$ cat config.mk
export PLATFORM = sky130hd
export DESIGN_NAME = pwm_capture
export DESIGN_NICKNAME = d
export VERILOG_FILES = /design/src/rtl/pwm_pkg.sv /design/src/rtl/sync_edge.sv /design/src/rtl/pwm_capture.sv
export SDC_FILE = /design/constraint.sdc
export NUM_CORES = 1
export LEC_CHECK = 0
export BUFFER_PORTS_ARGS = -buffer_cell sky130_fd_sc_hd__clkbuf_2
export CORE_MARGIN = 10
export CORE_UTILIZATION = 56
export CTS_CLUSTER_SIZE = 40
export DETAILED_ROUTE_END_ITERATION = 7
export PLACE_DENSITY = 0.76
export REMOVE_ABC_BUFFERS = 1
export SLEW_MARGIN = 20
export SYNTH_ARGS = -nofsm -noshare
export SYNTH_HDL_FRONTEND = slang
export SYNTH_SLANG_ARGS = --single-unit
$ cat constraint.sdc
create_clock -name clk -period 3.3 [get_ports clk]
set_input_delay 0.33 -clock clk [delete_from_list [all_inputs] [get_ports clk]]
set_output_delay 0.33 -clock clk [all_outputs]
set_load 0.05 [all_outputs]
$ cat src/rtl/pwm_pkg.sv
// Shared PWM definitions: capture FSM encoding and the nominal period
// common to the 8-bit PWM generator and the capture block.
package pwm_pkg;

  localparam int unsigned PWM_PERIOD_NOM = 256;
  localparam int unsigned DUTY_W         = 8;
  localparam int unsigned DUTY_MAX       = 255;

  typedef enum logic [1:0] {
    ST_IDLE = 2'd0,
    ST_HIGH = 2'd1,
    ST_LOW  = 2'd2,
    ST_LOST = 2'd3
  } cap_state_e;

endpackage

$ cat src/rtl/sync_edge.sv
// Two-flop synchronizer plus registered edge detector; rise/fall are
// single-cycle pulses aligned with the level they report.
module sync_edge (
  input  logic clk,
  input  logic rst,
  input  logic pwm_in,
  output logic level,
  output logic rise,
  output logic fall
);

  logic meta_q, meta_d;
  logic sync_q, sync_d;
  logic prev_q, prev_d;
  logic rise_q, rise_d;
  logic fall_q, fall_d;

  always_comb begin
    meta_d = pwm_in;
    sync_d = meta_q;
    prev_d = sync_q;
    rise_d = sync_q & ~prev_q;
    fall_d = ~sync_q & prev_q;
  end

  always_ff @(posedge clk or posedge rst) begin
    if (rst) begin
      meta_q <= 1'b0;
      sync_q <= 1'b0;
      prev_q <= 1'b0;
      rise_q <= 1'b0;
      fall_q <= 1'b0;
    end else begin
      meta_q <= meta_d;
      sync_q <= sync_d;
      prev_q <= prev_d;
      rise_q <= rise_d;
      fall_q <= fall_d;
    end
  end

  assign level = prev_q;
  assign rise  = rise_q;
  assign fall  = fall_q;

endmodule

$ cat src/rtl/pwm_capture.sv
// PWM capture: measures high time and rise-to-rise period of pwm_in,
// publishing a report on every completed period or on input loss.
module pwm_capture
  import pwm_pkg::*;
#(
  parameter int unsigned CNT_W      = 16,
  parameter int unsigned PERIOD_NOM = PWM_PERIOD_NOM,
  parameter int unsigned TIMEOUT    = 1024
) (
  input  logic              clk,
  input  logic              rst,
  input  logic              pwm_in,
  output logic [DUTY_W-1:0] duty_out,
  output logic [CNT_W-1:0]  high_cnt,
  output logic [CNT_W-1:0]  period_cnt,
  output logic              valid,
  output logic              period_err,
  output logic              timeout
);

  localparam int unsigned       IDLE_W   = $clog2(TIMEOUT + 1);
  localparam logic [CNT_W-1:0]  CNT_MAX  = '1;
  localparam logic [IDLE_W-1:0] IDLE_MAX = '1;

  logic lvl, rise, fall;

  sync_edge u_sync_edge (
    .clk    (clk),
    .rst    (rst),
    .pwm_in (pwm_in),
    .level  (lvl),
    .rise   (rise),
    .fall   (fall)
  );

  cap_state_e        state_q, state_d;
  logic [CNT_W-1:0]  cnt_q, cnt_d;
  logic [CNT_W-1:0]  high_lat_q, high_lat_d;
  logic [IDLE_W-1:0] idle_q, idle_d;
  logic [DUTY_W-1:0] duty_q, duty_d;
  logic [CNT_W-1:0]  high_q, high_d;
  logic [CNT_W-1:0]  period_q, period_d;
  logic              valid_q, valid_d;
  logic              perr_q, perr_d;
  logic              tmo_q, tmo_d;

  always_comb begin
    state_d    = state_q;
    cnt_d      = (cnt_q == CNT_MAX) ? cnt_q : cnt_q + CNT_W'(1);
    high_lat_d = high_lat_q;
    idle_d     = (rise || fall) ? '0
               : ((idle_q == IDLE_MAX) ? idle_q : idle_q + IDLE_W'(1));
    duty_d     = duty_q;
    high_d     = high_q;
    period_d   = period_q;
    valid_d    = 1'b0;
    perr_d     = perr_q;
    tmo_d      = tmo_q;

    case (state_q)
      ST_IDLE: begin
        if (rise) begin
          state_d = ST_HIGH;
          cnt_d   = CNT_W'(1);
        end
      end
      ST_HIGH: begin
        if (fall) begin
          high_lat_d = cnt_q;
          state_d    = ST_LOW;
        end
      end
      ST_LOW: begin
        // Rise closes the period: cnt_q holds the rise-to-rise distance.
        if (rise) begin
          duty_d   = (high_lat_q > CNT_W'(DUTY_MAX)) ? DUTY_W'(DUTY_MAX)
                                                     : high_lat_q[DUTY_W-1:0];
          high_d   = high_lat_q;
          period_d = cnt_q;
          perr_d   = (cnt_q != CNT_W'(PERIOD_NOM));
          valid_d  = 1'b1;
          cnt_d    = CNT_W'(1);
          state_d  = ST_HIGH;
        end
      end
      ST_LOST: begin
        if (rise) begin
          cnt_d   = CNT_W'(1);
          tmo_d   = 1'b0;
          state_d = ST_HIGH;
        end
      end
      default: state_d = ST_IDLE;
    endcase

    // Input loss; cannot coincide with an edge since edges clear idle_d.
    if (state_q != ST_LOST && idle_d == IDLE_W'(TIMEOUT)) begin
      state_d  = ST_LOST;
      tmo_d    = 1'b1;
      valid_d  = 1'b1;
      period_d = '0;
      perr_d   = 1'b0;
      if (lvl) begin
        duty_d = DUTY_W'(DUTY_MAX);
        high_d = cnt_d;
      end else begin
        duty_d = '0;
        high_d = '0;
      end
    end
  end

  always_ff @(posedge clk or posedge rst) begin
    if (rst) begin
      state_q    <= ST_IDLE;
      cnt_q      <= '0;
      high_lat_q <= '0;
      idle_q     <= '0;
      duty_q     <= '0;
      high_q     <= '0;
      period_q   <= '0;
      valid_q    <= 1'b0;
      perr_q     <= 1'b0;
      tmo_q      <= 1'b0;
    end else begin
      state_q    <= state_d;
      cnt_q      <= cnt_d;
      high_lat_q <= high_lat_d;
      idle_q     <= idle_d;
      duty_q     <= duty_d;
      high_q     <= high_d;
      period_q   <= period_d;
      valid_q    <= valid_d;
      perr_q     <= perr_d;
      tmo_q      <= tmo_d;
    end
  end

  assign duty_out   = duty_q;
  assign high_cnt   = high_q;
  assign period_cnt = period_q;
  assign valid      = valid_q;
  assign period_err = perr_q;
  assign timeout    = tmo_q;

endmodule
==> metrics.md <==
| Metric | Value |
|---|---|
| Status | `complete, no violations` |
| HP Class | `in2async` |
| Input/output buffers | `45` |
| Avg Cell Area, Syn | `10.4 um2` |
| I/O pins | `46` |
| Crit path launch | `idle_q[0]` |
| DRC viols | `0` |
| Share of cells above drive strength 1 | `0.191` |
| Worst-margin pin slew | `978 ps` |
| Top_reg_cell synth | `dfrtp_1` |
| WL final | `9630 um` |
| Worst-path clk slew | `90 ps` |
| DR iter-0 viols | `237` |
| Setup crit start kind | `register` |
| Top cells by area, synth | `dfrtp_1 (53%), mux2i_1 (9.4%), nand2_1 (4.8%)` |
| Clock latency at the later pin of the worst-skew pair | `350 ps` |
| CP endpoint kind | `register` |
| Post-synthesis sequential area ratio | `0.534` |
| Fin crit period | `2560 ps` |
| MaxCap Viol Count | `0` |
| Die ar. | `11,700 um2` |
| Cell taking the most area after synthesis | `dfrtp_1` |
| DPL Wire Length | `6550 um` |
| GPL Wtd Cong | `0.838` |
| Max H-tree Level | `3` |
| Cts hold-fix bufs | `0` |
| Vias/cell | `5.80` |
| Synth warn | `0` |
| Final hold slack | `75.3 ps` |
| Final core utilization | `0.637` |
| Slew HR | `0.346` |
| Vias in the first global route | `3,164` |
| Mapped cell area | `4360 um2` |
| Synth top area share | `0.534` |
| Power Dens Cells | `676 nW/um2` |
| Worst R2R Path Depth | `8` |
| EDFF count, synth | `0` |
| CTS tree | `built` |
| Die H | `108 um` |
| Die width | `108 um` |
| CTS buffer count | `9` |
| Leakage power | `2.31 nW` |
| Tcrit/Tclk final | `0.776` |
| VDD IR max | `0.283 mV` |
| Remaining antenna violation count after routing | `0` |
| First-pass GRT wire length | `15,800 um` |
| Overall Global Routing Usage | `0.167` |
| Slowest cell on the critical path | `dfrtp_1` |
| Initial Util | `0.570` |
| Final hold vios | `0` |
| Antenna Cells | `0` |
| RSZ-0062 raised after global routing | `no` |
| Grt total ovfl | `0` |
| Total negative setup slack | `0 ps` |
| Clock Tree Buf Depth | `2` |
| Clock root cell | `clkbuf_8` |
| CORE AREA | `7650 um2` |
| Largest net degree at the start of global routing | `48` |
| Drt pass-1 iters | `4` |
| Crit Path Class | `reg2reg` |
| Worst Path Required | `3570 ps` |
| Area delta synth->final | `11.9%` |
| Yosys reg bits | `93` |
| Final Setup Violations | `0` |
| Commonest cells after routing, fill and taps aside | `dfrtp_1 (93), nand2_1 (56), clkbuf_2 (45)` |
| Final Skew | `5.51 ps` |
| Fmax | `0.390 GHz` |
| CP arrival | `2830 ps` |
| CP max stage delay | `470 ps` |
| Fill count | `632` |
| CTS Sinks | `93` |
| Post-CTS sizing | `0` |
| Crit-path cells | `ha_1 > and4_1 > and3_1 > xor2_1 > nand2_1 > a2111oi_4 > buf_12 > mux2i_1` |
| Row count | `32` |
| Initial antenna violation count | `0` |
| Most common cell after layout, fill and taps aside | `dfrtp_1` |
| Crit Path Max Fanout | `45` |
| Avg WL per Cell | `17.1 um` |
| Final nets | `462` |
| Placed Cells incl. Taps | `547` |
| Mapped Cells | `417` |
| Library cells used by synthesis | `42` |
| Worst R2R Start | `idle_q[0]` |
| Postcts setup bufs | `0` |
| Post-route non-filler standard cell count | `563` |
| Async set-reset flop share out of synthesis | `1.00` |
| Vias | `3,265` |
| Fin. max-slew vios | `0` |
logic make-up after synthesis:
family,Yosys count,synth area share
xor gates and xnor gates,13,0.0261
buffers and inverters,31,0.0325
AOI/OAI and AO/OA,69,0.100
adders and majority gates,3,0.00862
DFF,93,0.534
and+or+nand+nor,154,0.170
muxes,54,0.128
registers in the layout, summed over array words and instances, names as in the netlist:
register / cells
cnt_q: 16
high_cnt: 16
high_lat_q: 16
period_cnt: 16
idle_q: 11
duty_out: 8
state_q: 2
period_err: 1
timeout: 1
u_sync_edge.fall: 1
u_sync_edge.level: 1
u_sync_edge.meta_q: 1
u_sync_edge.prev_d: 1
u_sync_edge.rise: 1
valid: 1
power breakdown:
part	switching [W]	leakage [nW]	internal (W)
Clock	0.000384	0.106	0.000412
Combinational	0.000717	0.959	0.000276
Sequential	0.000173	1.24	0.00133
cell usage after synthesis, types with 2 or more instances:
master     instances
a211oi_1           4
a21o_1             3
a21oi_1           28
a31oi_1            4
and3_1             6
and4_1             5
buf_2              5
buf_6              2
clkbuf_1          16
dfrtp_1           93
ha_1               3
inv_1              7
mux2_2            13
mux2i_1           41
nand2_1           56
nand2b_1           2
nand3_1           15
nand4_1            6
nor2_1            30
nor3_1             7
nor4_1             7
o2111ai_1          2
o21ai_0           11
o21bai_1           2
o22ai_1            8
o311a_1            2
or2_2              5
or3_1              8
or4_1              2
xnor2_1            8
xor2_1             5
area by class of cell:
| class | count | area, um2 | share of cell area |
|---|---|---|---|
| inverter | 7 | 27.5 | 0.00565 |
| multi-input combinational | 293 | 1890 | 0.388 |
| clock inverter | 3 | 42.5 | 0.00873 |
| tap | 102 | 128 | 0.0262 |
| clock buffer | 13 | 169 | 0.0347 |
| timing repair buffer | 52 | 290 | 0.0596 |
| sequential | 93 | 2330 | 0.478 |
through the flow:
step / cell area (um2) / worst slack (ps) / power, W
floorplan: 4240 / -217 / 0.00226
global placement: 4660 / 873 / 0.00249
detailed placement: 4660 / 770 / 0.00253
CTS: 4870 / 741 / 0.00332
global route: 4870 / 511 / 0.00345
finish: 4870 / 739 / 0.00329
final timing paths:
| path | end | slack, ps |
|---|---|---|
| worst max-delay path | high_cnt[6] | 740 |
| worst max register to register | high_cnt[6] | 740 |
| worst min register to register | u_sync_edge.prev_d | 360 |
| max in group asynchronous | period_err | 2380 |
| worst min-delay path | duty_out[1] | 80 |
| min in group clk | u_sync_edge.meta_q | 80 |
routing by layer:
metal | up-vias | track usage | part of all wire
met5 | - | 0 | 0
met4 | 0 | 0.0897 | 0.017
met2 | 105 | 0.253 | 0.47
li1 | 1549 | - | -
met1 | 1601 | 0.219 | 0.45
met3 | 10 | 0.0387 | 0.063
worst max-delay path: cells and delay by family, from the launching register on:
| family | cells | cell delay, ps |
|---|---|---|
| flip-flops | 1 | 470 |
| multiplexers | 1 | 240 |
| buffers and inverters | 1 | 310 |
| adder cells (fa/ha/maj) | 1 | 250 |
| AO/OA/AOI/OAI | 1 | 370 |
| AND/OR/NAND/NOR | 3 | 680 |
| XOR/XNOR | 1 | 150 |
No activity file was read; power rests on OpenSTA's default activity.
